--- src/rtl/bit_packer_pkg.sv ---
// Shared widths, FSM state type and length clamp for the bit_packer slice.
package bit_packer_pkg;

  localparam int unsigned ACC_W   = 16;
  localparam int unsigned FIELD_W = 8;
  localparam int unsigned LEN_W   = 4;
  localparam int unsigned CNT_W   = 5;

  typedef enum logic {
    FILL,
    DRAIN
  } state_t;

  // Lengths above a full field behave as a full field.
  function automatic logic [LEN_W-1:0] clamp_len(input logic [LEN_W-1:0] len);
    return (len > 4'd8) ? 4'd8 : len;
  endfunction

endpackage

--- src/rtl/field_inserter.sv ---
// Masks a field to len bits and left-shifts it by shift into the accumulator width.
module field_inserter
  import bit_packer_pkg::*;
(
  input  logic [FIELD_W-1:0] data,
  input  logic [LEN_W-1:0]   len,
  input  logic [3:0]         shift,
  output logic [ACC_W-1:0]   field
);

  logic [FIELD_W-1:0] mask;
  logic [FIELD_W-1:0] masked;
  logic [ACC_W-1:0]   st0, st1, st2, st3;

  always_comb begin
    mask = '0;
    for (int i = 0; i < FIELD_W; i++) begin
      mask[i] = (i < int'(len));
    end
    masked = data & mask;
    // Four binary mux stages: shift by 1, 2, 4, 8.
    st0   = {{(ACC_W-FIELD_W){1'b0}}, masked};
    st1   = shift[0] ? {st0[ACC_W-2:0], 1'b0}  : st0;
    st2   = shift[1] ? {st1[ACC_W-3:0], 2'b0}  : st1;
    st3   = shift[2] ? {st2[ACC_W-5:0], 4'b0}  : st2;
    field = shift[3] ? {st3[ACC_W-9:0], 8'b0}  : st3;
  end

endmodule

--- src/rtl/bit_packer.sv ---
// LSB-first bit-stream packer with zero-padded flush on end of stream.
// Optional byte_cnt output enabled by defining BIT_PACKER_CNT_EN.
module bit_packer
  import bit_packer_pkg::*;
(
  input  logic               clk,
  input  logic               rst,
  input  logic               in_valid,
  output logic               in_ready,
  input  logic [FIELD_W-1:0] in_data,
  input  logic [LEN_W-1:0]   in_len,
  input  logic               in_last,
  output logic               out_valid,
  input  logic               out_ready,
`ifdef BIT_PACKER_CNT_EN
  output logic [15:0]        byte_cnt,
`endif
  output logic [7:0]         out_data
);

  state_t             state_q, state_d;
  logic [ACC_W-1:0]   acc_q, acc_d, acc_shr, field;
  logic [CNT_W-1:0]   cnt_q, cnt_d, cnt_shr;
  logic [LEN_W-1:0]   len_c;
  logic               in_fire, out_fire;

  assign len_c    = clamp_len(in_len);
  assign in_fire  = in_valid & in_ready;
  assign out_fire = out_valid & out_ready;
  assign out_data = acc_q[7:0];

  field_inserter u_field_inserter (
    .data  (in_data),
    .len   (len_c),
    .shift (cnt_shr[3:0]),
    .field (field)
  );

  // Datapath: the output shift happens first, so the new field lands on the post-emit count.
  always_comb begin
    acc_shr = acc_q;
    cnt_shr = cnt_q;
    if (out_fire) begin
      acc_shr = {8'h00, acc_q[ACC_W-1:8]};
      cnt_shr = (cnt_q >= 5'd8) ? cnt_q - 5'd8 : 5'd0;
    end
    acc_d = acc_shr;
    cnt_d = cnt_shr;
    if (in_fire) begin
      acc_d = acc_shr | field;
      cnt_d = cnt_shr + {1'b0, len_c};
    end
  end

  always_ff @(posedge clk) begin
    if (rst) begin
      acc_q <= '0;
      cnt_q <= '0;
    end else begin
      acc_q <= acc_d;
      cnt_q <= cnt_d;
    end
  end

  always_ff @(posedge clk) begin
    if (rst) begin
      state_q <= FILL;
    end else begin
      state_q <= state_d;
    end
  end

  always_comb begin
    state_d = state_q;
    case (state_q)
      FILL:    if (in_fire && in_last) state_d = DRAIN;
      DRAIN:   if (cnt_d == 5'd0) state_d = FILL;
      default: state_d = FILL;
    endcase
  end

  // in_ready depends combinationally on out_ready so a full byte can drain while a beat lands.
  always_comb begin
    out_valid = (cnt_q >= 5'd8) | ((state_q == DRAIN) & (cnt_q != 5'd0));
    in_ready  = (state_q == FILL) & ((cnt_q < 5'd8) | out_ready);
  end

`ifdef BIT_PACKER_CNT_EN
  logic [15:0] byte_cnt_q;

  always_ff @(posedge clk) begin
    if (rst) begin
      byte_cnt_q <= '0;
    end else if (out_fire) begin
      byte_cnt_q <= byte_cnt_q + 16'd1;
    end
  end

  assign byte_cnt = byte_cnt_q;
`endif

endmodule

--- config.mk ---
export PLATFORM = sky130hd
export DESIGN_NAME = bit_packer
export DESIGN_NICKNAME = d
export VERILOG_FILES = /design/src/rtl/bit_packer_pkg.sv /design/src/rtl/field_inserter.sv /design/src/rtl/bit_packer.sv
export SDC_FILE = /design/constraint.sdc
export NUM_CORES = 1
export LEC_CHECK = 0
export ABC_AREA = 1
export BUFFER_PORTS_ARGS = -buffer_cell sky130_fd_sc_hd__buf_2
export CORE_UTILIZATION = 51
export DETAILED_ROUTE_END_ITERATION = 7
export GPL_TIMING_DRIVEN = 0
export HOLD_SLACK_MARGIN = 0.1
export PLACE_DENSITY_LB_ADDON = 0.1
export SLEW_MARGIN = 20
export SYNTH_ARGS = -nofsm -noshare
export SYNTH_HDL_FRONTEND = slang
export SYNTH_SLANG_ARGS = --single-unit
--- constraint.sdc ---
create_clock -name clk -period 2.5 [get_ports clk]
set_clock_uncertainty 0.05 [all_clocks]
set_input_delay 0.5 -clock clk [delete_from_list [all_inputs] [get_ports clk]]
set_output_delay 0.5 -clock clk [all_outputs]
set_load 0.1 [all_outputs]
# --- Word-level counts from Yosys, hierarchy flattened ---
# Cells that the tools add are included.
word_totals:
  register_bits: 22
  latch_bits: 0
  mem_bits_rw: 0
  mem_bits_ro: 0
  output_inout_bits: 10
  word_cells: 41
  memories: 0
op_classes:
  n_addsub: 2
  mul: 0
  n_div: 0
  n_lt_le_gt_ge: 11
  n_eq_ne: 0
  n_shift: 0
  mux: 13
  bitwise_logic: 9
  reduce_logical: 3
op_table:
  columns: ["operator", "count"]
  rows:
  - ["$mux 16", 5]
  - ["$lt 3x4->1 const A", 4]
  - ["$or 16x16->16", 1]
  - ["$mux 5", 3]
  - ["$mux 9", 1]
  - ["$and 8x8->8", 1]
  - ["$lt 1x4->1 const A", 2]
  - ["$lt 2x4->1 const A", 2]
  - ["$add 5x4->5", 1]
  - ["$ge 5x4->1 const B", 1]
  - ["$logic_not 5->1", 1]
  - ["$lt 5x4->1 const B", 1]
  - ["$reduce_bool 5->1", 1]
  - ["$sub 5x4->5 const B", 1]
  - ["$and 1x1->1", 4]
  - ["$gt 4x4->1 const B", 1]
  - ["$mux 4", 1]
  - ["$mux 1", 2]
  - ["$or 1x1->1", 2]
  - ["$pmux 1 s2", 1]
  - ["$logic_and 1x1->1", 1]
  - ["$not 1->1", 1]

# --- Logic depth before layout (Yosys ltp) ---
# Gate-level depths: netlist (run 1).
logic_depth:
  depth_word: 11
  ltp_mapped: 21

# --- Hierarchy ---
# A second synthesis (run 1) with hierarchy kept.
unflattened:
  cells_unflattened: 304
  area_unflattened_um2: 1821.7
modules_own_cells:
  columns: ["mod", "n_inst", "cells_each", "area_per_inst_um2", "seq_area_each_um2"]
  rows:
  - ["bit_packer", 1, 184, 1276.2, 440.4]
  - ["field_inserter", 1, 120, 545.5, 0.0]

# --- Worst setup path after synthesis (run 1) ---
# Ideal clock, no wire load.
synth_timing:
  path_kind: "reg2reg"
  start: "register cnt_q[3]"
  end: "register state_q"
  setup_time_ps: 132
  arrival_time_ps: 2772
  required_time_ps: 2318
  slack_ps: -454
  stages_incl_launch_ff: 13
  cell_sequence: "dfxtp_1 -> inv_1 -> ha_1 -> nor2_1 -> nor2_1 -> nand2_1 -> clkbuf_1 -> o21ai_0 -> nand2_1 -> nor2_1 -> nand2_1 -> nand2_1 -> a21oi_1"
synth_via:
  elab_cells_between_ends: 19
  cone_classes: "2 x add/sub; 2 x order compare; 6 x mux; 6 x bitwise; 3 x reduce/logical"
synth_lines:
  columns: ["item", "line_no", "text"]
  rows:
  - ["start: declaration", "bit_packer.sv:23", "logic [CNT_W-1:0] cnt_q, cnt_d, cnt_shr;"]
  - ["start signal: assignment", "bit_packer.sv:61", "cnt_q <= cnt_d;"]
  - ["$lt 5x4->1 (*)", "bit_packer.sv:85", "in_ready = (state_q == FILL) & ((cnt_q < 5'd8) | out_ready);"]
  - ["$or 1x1->1 (*)", "bit_packer.sv:85", null]
  - ["$and 1x1->1 (*)", "bit_packer.sv:85", null]
  - ["via in_ready", "bit_packer.sv:9", "output logic in_ready,"]
  - ["$and 1x1->1 (*)", "bit_packer.sv:28", "assign in_fire = in_valid & in_ready;"]
  - ["$mux 5", "bit_packer.sv:49", "if (in_fire) begin"]
  - ["$logic_not 5->1", "bit_packer.sv:77", "DRAIN: if (cnt_d == 5'd0) state_d = FILL;"]
  - ["$mux 1", "bit_packer.sv:77", null]
  - ["$pmux 1 s2 (*)", "bit_packer.sv:75", "case (state_q)"]
  - ["end signal: assignment", "bit_packer.sv:69", "state_q <= state_d;"]
  - ["end: declaration", "bit_packer.sv:21", "state_t state_q, state_d;"]
# The timed path passes the listed nets; every way through them passes the cells marked *.
# A chain may end at the register's enable or synchronous reset.

# --- Worst setup path in the final report (run 1) ---
layout_timing:
  start: "register cnt_q[3]"
  end: "register state_q"
layout_via:
  elab_chain_cells: 10
  elab_cells_between_ends: 19
  cone_classes: "2 x add/sub; 2 x order compare; 6 x mux; 6 x bitwise; 3 x reduce/logical"
layout_lines:
  columns: ["item", "line_no"]
  rows:
  - ["parallel branches: the longest is 9 deep, another holds $ge 5x4->1", null]
  - ["$pmux 1 s2 (*)", "bit_packer.sv:75"]
# Every way passes the cells marked *.

==> results of run 1 <==
[final timing paths]
check	cells after the start	startpoint	endpoint	slack [ns]
min reg2reg	2	acc_q[8]$_SDFF_PP0_	acc_q[8]$_SDFF_PP0_	0.43
max reg2reg	19	cnt_q[3]$_SDFF_PP0_	state_q$_SDFF_PP0_	0.02
max	19	cnt_q[3]$_SDFF_PP0_	state_q$_SDFF_PP0_	0.02
min	2	rst	acc_q[2]$_SDFF_PP0_	0.31
[what timing repair did]
action | 4_1_cts | 5_1_grt
pin swaps | 10 | 10
setup endpoints to repair | 2 | 2
resized for setup | 18 | 18
setup buffers | 10 | 4
hold buffers | 0 | 0
[cell usage after synthesis (2+ instances only)]
cell       n  area [um2]
buf_4      9        67.6
nand3_1   44         220
a31oi_1    5        31.3
nor2_2     3        18.8
clkbuf_1   5        18.8
nor2_1    18        67.6
nand2_1   89         334
a21oi_1   19        95.1
xor2_1     2        17.5
o21ai_1    4        20.0
buf_6      3        33.8
nand2_2    6        37.5
inv_1     23        86.3
dfxtp_1   22         440
inv_2      5        18.8
nor2_4     2        22.5
ha_1       5        62.6
nand4_1    2        12.5
o21ai_0    6        30.0
[cells by family after synthesis]
group	count (synthesis)	share of synthesized area
and+or+nand+nor	169	0.441
buffers and inverters	46	0.133
AOI/OAI and AO/OA	37	0.114
DFF	22	0.254
adders and majority gates	6	0.0477
xor gates and xnor gates	2	0.0101
[sequential cells by signal, summed over array words and instances, names as in the netlist]
| signal | cells |
|---|---|
| cnt_q | 5 |
| acc_q | 16 |
| state_q | 1 |
[report_power, final]
part	switching, uW	internal [uW]	total (uW)
logic	1300	591	1900
clock network	119	89.1	208
registers	67.2	463	530
[area by class of cell]
cell class	instances	area (um2)	area share
multi-input combinational	214	1170	0.541
buffer	16	103	0.0475
inverter	28	123	0.0568
sequential	22	452	0.209
clock buffer	4	36.3	0.0168
tap	44	55.1	0.0255
timing repair buffer	38	224	0.104
[per-layer routing]
| metal | track usage | vias to the layer above | routed length, um |
|---|---|---|---|
| met2 | 0.484 | 62 | 2210 |
| met4 | 0.0664 | 0 | 59 |
| met1 | 0.317 | 846 | 1880 |
| met3 | 0.0281 | 7 | 223 |
| met5 | 0 | - | 0 |
| li1 | - | 991 | - |
[layout by cell type (no fill, tap or decap), types with 3 or more instances in the layout]
cell type  Yosys  final
a21oi_1       19     18
a31oi_1        5      5
buf_2          1     27
buf_4          9     20
clkbuf_1       5      5
clkbuf_4       0      3
dfxtp_1       22     17
dfxtp_2        0      3
ha_4           0      4
inv_1         23     19
inv_2          5      5
nand2_1       89     85
nand2_2        6      7
nand3_1       44     44
nor2_1        18     17
nor2_2         3      3
nor2_4         2      3
o21ai_0        6      4
o21ai_1        4      6
[per-stage QoR]
step,power [uW],hold slack (ns)
floorplan,1930,0.395
global placement,2190,0.404
detailed placement,2210,0.406
CTS,2520,0.309
global route,2830,0.335
finish,2630,0.310
==> flow_summary_export.csv, run 1 <==
group,metric,value,unit
outcome,status,"finished, final reports clean",
drt,wire_per_inst,11.9,um
placed_design,portBuffers,26,
floorplanning,fp.dieArea,0.00363,mm2
cells_and_area,fin_util,0.690,
sta,slew_violations,0,
critical_path,crit_path_end_kind,"flop",
drt,ant_nets,0,
sta,setup_tns,0,ns
logic_synthesis,synth_edf_count,0,
sta,slew-limit-headroom,0.639,
floorplanning,die_h,60.3,um
drt,drc,0,
grt,grt_overflow_total,0,
logic_synthesis,synth_async_sr_flop_share,0,
sta,finalCriticalPeriod,2.48,ns
logic_synthesis,synthCells,282,
floorplanning,io_pins,27,
logic_synthesis,yosys_warnings,0,
drt,wirelength,4370,um
drt,vias_per_cell,5.21,
critical_path,path_buf_inv,3,
critical_path,crit_family,"simple AND/OR/NAND/NOR gates",
clocking,ctsLongestPathBuffers,2,
placed_design,place_congestion,0.927,
clocking,clk_pin_slew,0.13,ns
run,cap_violations,0,
cells_and_area,syn2layout_area_growth,24.7,%
clocking,insertion_delay,0.32,ns
floorplanning,core_area,0.00313,mm2
grt,antenna_found_initial,0,
power_and_ir_drop,ir_drop,0.611,mV
sta,worst_slack,0.0225,ns
sta,post-route-period-util,0.991,
grt,grt_pass1_vias,1662,
critical_path,crit_type,"flop to flop",
placed_design,place_area,0.00193,mm2
sta,setup_viol,0,
clocking,cts_tree,"yes",
drt,drt_first_pass_iters,4,
logic_synthesis,synth_ff_type,"dfxtp_1",
cells_and_area,stdcell_count,366,
critical_path,arrival,2.63,ns
grt,track_usage,0.262,
grt,grt_max_degree,13,
sta,rsz0062_at_grt,"yes",
power_and_ir_drop,power_density,1220,mW/mm2
cells_and_area,n_antenna_cell,0,
critical_path,critPathMaxFanout,4,
placed_design,dpl_worst_slack,-0.270,ns
cells_and_area,final_layout_size_suffix_gt1_frac,0.289,
placed_design,dp.cells,352,
placed_design,dpl.hpwl,3250,um
clocking,htreeDepth,1,
critical_path,max_stage_delay,0.39,ns
logic_synthesis,ys_types,29,
min_path,min_path_type,"input pin to flop",
critical_path,worst_path_max_delay_cell,"fa_2",
logic_synthesis,syn-cell-area,0.00173,mm2
critical_path,cp-start-kind,"flop",
cells_and_area,finalInstanceArea,0.00216,mm2
logic_synthesis,ys_seq_area_frac,0.254,
cells_and_area,fin_nets,346,
drt,initialDrtViolationCount,75,
clocking,cts.sinks,22,
power_and_ir_drop,p_leak,0.00103,uW
floorplanning,rows,20,
drt,vias,1906,
sta,fmax,404,MHz
logic_synthesis,synth_fp_nets,305,
sta,worst_pin_slew,0.542,ns
clocking,clockRootBuffer,"clkbuf_4",
critical_path,cp_data_required_time,2.65,ns
floorplanning,dieWidth,60.3,um
critical_path,path_cells,"inv_2, ha_4, inv_4, nor2_4, nand3_4, nand2_8, inv_4, ha_4, fa_2, nand2_2, nand2_2, a21oi_2, nor2_1, nand3_1, nand2_1, nor2_1, nand2_1, nand2_1, a21oi_1",
logic_synthesis,synth-seq-cells,22,
logic_synthesis,synth_area_per_cell,6.14,um2
cells_and_area,nFillCells,287,
grt,grt_pass1_wl,7110,um
sta,final_hold_viol_count,0,
clocking,cts_made_buffers,3,
floorplanning,floorplan.initialDensity,0.554,
critical_path,path_common_cell,"nand2_1",
(Power assumes the default switching activity.)
==> run 2, diff against run 1 <==
--- a/config.mk
+++ b/config.mk
@@ -6,9 +6,9 @@
 export NUM_CORES = 1
 export LEC_CHECK = 0
 export ABC_AREA = 1
-export BUFFER_PORTS_ARGS = -buffer_cell sky130_fd_sc_hd__buf_2
-export CORE_UTILIZATION = 51
+export CORE_UTILIZATION = 52
 export DETAILED_ROUTE_END_ITERATION = 7
+export DONT_BUFFER_PORTS = 1
 export GPL_TIMING_DRIVEN = 0
 export HOLD_SLACK_MARGIN = 0.1
 export PLACE_DENSITY_LB_ADDON = 0.1
==> flow_summary_export.csv, run 2 (synthesis gave the netlist of run 1 again) <==
group,metric,value,unit
outcome,status,"finished, final reports clean",
cells_and_area,multi_input_area,0.00119,mm2
cells_and_area,top_regs,"acc_q: 16 flops, cnt_q: 5 flops, state_q: 1 flops",
power_and_ir_drop,p_leak,0.000920,uW
critical_path,critPathMaxFanout,8,
floorplanning,io_pins,27,
drt,wirelength,4110,um
floorplanning,dieWidth,59.7,um
cells_and_area,top_register,"acc_q",
floorplanning,floorplan.initialDensity,0.558,
sta,slew-limit-headroom,0.579,
power_and_ir_drop,ir_drop,0.457,mV
clocking,ctsLongestPathBuffers,2,
sta,rsz0062_at_grt,"yes",
floorplanning,die_h,59.7,um
clocking,cts_tree,"yes",
cells_and_area,final_layout_size_suffix_gt1_frac,0.229,
clocking,clk_pin_slew,0.13,ns
cells_and_area,final_common_cell,"nand2_1",
drt,vias_per_cell,5.35,
sta,finalCriticalPeriod,2.47,ns
grt,grt_pass1_wl,6850,um
grt,grt_max_degree,14,
clocking,htreeDepth,1,
grt,antenna_found_initial,0,
placed_design,portBuffers,0,
cells_and_area,n_antenna_cell,0,
critical_path,cp-start-kind,"flop",
clocking,clockRootBuffer,"clkbuf_4",
sta,final_hold_viol_count,0,
cells_and_area,nFillCells,296,
sta,setup_tns,0,ns
drt,wire_per_inst,12.2,um
sta,slew_violations,0,
drt,initialDrtViolationCount,136,
cells_and_area,fin_nets,317,
cells_and_area,largest_reg_flops,16,
sta,post-route-period-util,0.988,
cells_and_area,final-seq-area,449,um2
min_path,min_path_type,"input pin to flop",
run,cap_violations,0,
placed_design,dpl_worst_slack,-0.258,ns
clocking,insertion_delay,0.30,ns
min_path,hp-start,"rst",
sta,fmax,405,MHz
grt,track_usage,0.251,
floorplanning,core_area,0.00310,mm2
clocking,cts_made_buffers,3,
placed_design,dpl.hpwl,3100,um
cells_and_area,syn2layout_area_growth,17.9,%
drt,drt_first_pass_iters,6,
cells_and_area,fin_util,0.658,
power_and_ir_drop,power,2680,uW
placed_design,place_congestion,0.908,
critical_path,r2r_cells,17,
critical_path,crit_path_end_kind,"flop",
placed_design,place_area,0.00180,mm2
floorplanning,rows,20,
critical_path,crit_type,"flop to flop",
cells_and_area,final_cell_mix,"84 x nand2_1, 43 x nand3_1, 19 x inv_1",
drt,vias,1802,
sta,worst_slack,0.0302,ns
min_path,holdPathEnd,"acc_q[1]$_SDFF_PP0_",
sta,setup_viol,0,
grt,grt_pass1_vias,1585,
min_path,min_path_cells,1,
clocking,cts_hold_buf,0,
critical_path,timing.rr.start,"cnt_q[3]$_SDFF_PP0_",
power_and_ir_drop,power_density,1310,mW/mm2
cells_and_area,finalInstanceArea,0.00204,mm2
critical_path,arrival,2.61,ns
critical_path,cp_data_required_time,2.64,ns
floorplanning,fp.dieArea,0.00356,mm2
drt,drc,0,
critical_path,r2r-end,"state_q$_SDFF_PP0_",
grt,grt_overflow_total,0,
critical_path,r2r_setup_slack,0.03,ns
clocking,cts.sinks,22,
drt,ant_nets,0,
sta,worst_pin_slew,0.631,ns
[run 2: how the worst max path moves through the flow]
stage | from | endpoint | slack (ns)
after global placement | cnt_q[3]$_SDFF_PP0_ | state_q$_SDFF_PP0_ | -0.22
after global routing | cnt_q[3]$_SDFF_PP0_ | state_q$_SDFF_PP0_ | -0.18
after detailed placement | cnt_q[3]$_SDFF_PP0_ | state_q$_SDFF_PP0_ | -0.26
after CTS | cnt_q[4]$_SDFF_PP0_ | state_q$_SDFF_PP0_ | -0.007
after floorplan | cnt_q[3]$_SDFF_PP0_ | state_q$_SDFF_PP0_ | -0.0003
final | cnt_q[3]$_SDFF_PP0_ | state_q$_SDFF_PP0_ | 0.03
[run 2: worst max-delay path, stage by stage (launching register included)]
cell and delay, ns:
dfxtp_2 0.35, buf_6 0.12, nand2_2 0.08, nor2_4 0.05, nor2_4 0.13, nand3_4 0.17
nand2_4 0.17, inv_4 0.07, ha_1 0.35, nand3_1 0.11, nand3_1 0.09, xor2_1 0.16
nand2_1 0.06, o21ai_0 0.10, nor2_1 0.11, nand2_1 0.07, nand2_1 0.07, a21oi_2 0.05
[run 2: stage by stage]
step                      hold slack [ns]  cells
after floorplan                     0.395    282
after global placement              0.406    326
after detailed placement            0.407    326
after CTS                           0.183    336
after global routing                0.164    337
final                               0.186    337
[run 2: repair_timing]
item,in CTS,in global routing
resized for setup,21,19
pin swaps,14,13
endpoints found under the setup margin,14,2
buffers inserted,7,2
[run 2: cell type report]
type                       count  share of cell area
multi-input combinational    214               0.585
sequential                    22               0.220
inverter                      28              0.0576
buffer                        16              0.0502
timing repair buffer           9              0.0349
tap                           44              0.0270
clock inverter                 1              0.0147
clock buffer                   3              0.0110
[run 2: power by group]
part,total [uW],switching (uW),leakage [uW],internal (uW)
registers,530,67.3,0.000182,462
clock network,274,113,0.0000279,162
logic,1870,1320,0.000710,553
total,2680,1500,0.000920,1180
[run 2: metal layers]
layer | vias to the layer above | GRT usage | share of wire
met5 | - | 0 | 0
met4 | 0 | 0.0399 | 0.0019
met3 | 2 | 0.0260 | 0.049
met2 | 64 | 0.440 | 0.47
met1 | 809 | 0.336 | 0.48
li1 | 927 | - | -
==> run 3, diff against run 2 <==
--- a/config.mk
+++ b/config.mk
@@ -7,11 +7,13 @@
 export LEC_CHECK = 0
 export ABC_AREA = 1
 export CORE_UTILIZATION = 52
+export CTS_BUF_LIST = sky130_fd_sc_hd__clkbuf_16
 export DETAILED_ROUTE_END_ITERATION = 7
 export DONT_BUFFER_PORTS = 1
 export GPL_TIMING_DRIVEN = 0
 export HOLD_SLACK_MARGIN = 0.1
 export PLACE_DENSITY_LB_ADDON = 0.1
+export SKIP_CTS_REPAIR_TIMING = 1
 export SLEW_MARGIN = 20
 export SYNTH_ARGS = -nofsm -noshare
 export SYNTH_HDL_FRONTEND = slang
==> flow_summary_export.csv, run 3 (synthesis gave the netlist of run 1 again) <==
group,metric,value,unit
outcome,status,"finished, violations left",
outcome,failed_checks,"setup timing",
power_and_ir_drop,ir_drop,0.402,mV
drt,wirelength,4300,um
sta,rsz0062_at_grt,"yes",
min_path,min_path_cells,1,
critical_path,crit_type,"flop to flop",
cells_and_area,fin_nets,322,
cells_and_area,syn2layout_area_growth,21.2,%
sta,post-route-period-util,1.07,
clocking,ctsLongestPathBuffers,2,
cells_and_area,nFillCells,297,
sta,worst_slack,-0.177,ns
sta,slew_violations,0,
power_and_ir_drop,p_switching,1500,uW
power_and_ir_drop,p_leak,0.000959,uW
min_path,holdPathEnd,"acc_q[1]$_SDFF_PP0_",
critical_path,critPathMaxFanout,6,
sta,setup_viol,1,
sta,fmax,374,MHz
cells_and_area,stdcell_count,342,
sta,finalCriticalPeriod,2.68,ns
min_path,hp-start,"rst",
drt,vias,1860,
grt,grt_overflow_total,0,
floorplanning,fp.dieArea,0.00356,mm2
grt,grt_pass1_vias,1534,
clocking,cts.sinks,22,
critical_path,timing.rr.start,"cnt_q[4]$_SDFF_PP0_",
min_path,min_path_type,"input pin to flop",
sta,worst_pin_slew,0.632,ns
run,cap_violations,0,
cells_and_area,fin_util,0.677,
placed_design,dpl.hpwl,3100,um
drt,ant_nets,0,
sta,final_hold_viol_count,0,
cells_and_area,final_cell_mix,"88 x nand2_1, 44 x nand3_1, 21 x buf_4",
cells_and_area,final_common_cell,"nand2_1",
clocking,clockRootBuffer,"clkbuf_16",
power_and_ir_drop,p_clk_frac,0.159,
cells_and_area,top_regs,"acc_q: 16 flops, cnt_q: 5 flops, state_q: 1 flops",
critical_path,r2r_setup_slack,-0.18,ns
sta,slew-limit-headroom,0.578,
floorplanning,core_area,0.00310,mm2
cells_and_area,top_register,"acc_q",
placed_design,place_congestion,0.908,
clocking,cts_tree,"yes",
floorplanning,io_pins,27,
clocking,insertion_delay,0.25,ns
drt,vias_per_cell,5.44,
critical_path,arrival,2.75,ns
critical_path,cp-start-kind,"flop",
grt,antenna_found_initial,0,
power_and_ir_drop,p_seq_frac,0.192,
critical_path,r2r-end,"state_q$_SDFF_PP0_",
cells_and_area,finalInstanceArea,0.00210,mm2
cells_and_area,final_layout_size_suffix_gt1_frac,0.228,
power_and_ir_drop,power,2810,uW
power_and_ir_drop,swShare,0.533,
clocking,clk_pin_slew,0.06,ns
drt,wire_per_inst,12.6,um
critical_path,r2r_cells,19,
cells_and_area,largest_reg_flops,16,
clocking,cts_made_buffers,3,
drt,drc,0,
power_and_ir_drop,power_density,1340,mW/mm2
clocking,htreeDepth,1,
power_and_ir_drop,power_frac_comb,0.649,
drt,drt_first_pass_iters,5,
grt,track_usage,0.240,
power_and_ir_drop,p_int,1310,uW
placed_design,dp.cells,326,
cells_and_area,n_antenna_cell,0,
grt,grt_pass1_wl,6560,um
floorplanning,die_h,59.7,um
grt,grt_max_degree,14,
drt,initialDrtViolationCount,132,
floorplanning,floorplan.initialDensity,0.558,
critical_path,crit_path_end_kind,"flop",
floorplanning,dieWidth,59.7,um
critical_path,cp_data_required_time,2.58,ns
placed_design,place_area,0.00180,mm2
sta,setup_tns,-0.177,ns
floorplanning,rows,20,
placed_design,portBuffers,0,
run 3: critical path, stage by stage (launching register included):
cell and delay, ns:
dfxtp_4 0.36, inv_4 0.06, ha_4 0.12, inv_2 0.04, nor2_4 0.20, nand3_4 0.18, nand2_8 0.14, inv_4 0.04
ha_4 0.15, fa_2 0.39, nand2_1 0.08, nand2_1 0.07, a21oi_2 0.17, nor2_1 0.06, nand3_1 0.10, nand2_1 0.05
nor2_1 0.09, nand2_1 0.06, nand2_1 0.07, a21oi_2 0.05
run 3: worst max-delay path by stage:
stage	end	startpoint	slack, ns	cells past startpoint
2_1_floorplan	state_q$_SDFF_PP0_	cnt_q[3]$_SDFF_PP0_	-0.0003	20
4_1_cts	state_q$_SDFF_PP0_	cnt_q[3]$_SDFF_PP0_	-0.28	20
6_report	state_q$_SDFF_PP0_	cnt_q[4]$_SDFF_PP0_	-0.18	19
3_5_place_dp	state_q$_SDFF_PP0_	cnt_q[3]$_SDFF_PP0_	-0.26	20
5_1_grt	state_q$_SDFF_PP0_	cnt_q[0]$_SDFF_PP0_	-0.40	20
3_3_place_gp	state_q$_SDFF_PP0_	cnt_q[3]$_SDFF_PP0_	-0.22	20
run 3: cell type report:
class	count	area (um2)	share of cell area
clock inverter	1	30.0	0.0143
inverter	28	118	0.0560
multi-input combinational	215	1170	0.556
buffer	16	103	0.0489
clock buffer	3	75.1	0.0358
timing repair buffer	13	101	0.0483
tap	44	55.1	0.0262
sequential	22	450	0.215
run 3: power by group through the flow:
stage | Combinational (uW) | Clock (uW) | Sequential, uW
finish | 1830 | 447 | 540
global route | 1990 | 465 | 556
CTS | 1620 | 443 | 519
detailed placement | 1610 | 0 | 525
global placement | 1590 | 0 | 522
floorplan | 1420 | 0 | 512
run 3: metrics by stage:
stage | hold slack, ns | setup slack (ns)
after floorplan | 0.395 | -0.000336
final | 0.253 | -0.177
after global routing | 0.251 | -0.400
after CTS | 0.257 | -0.276
after detailed placement | 0.407 | -0.258
after global placement | 0.406 | -0.224
run 3: layer usage:
layer / up-vias / wire [um] / GRT usage
met2: 68 / 1990 / 0.402
met4: 0 / 36 / 0.0565
met5: - / 0 / 0
met1: 846 / 2040 / 0.329
met3: 4 / 238 / 0.0260
li1: 942 / - / -
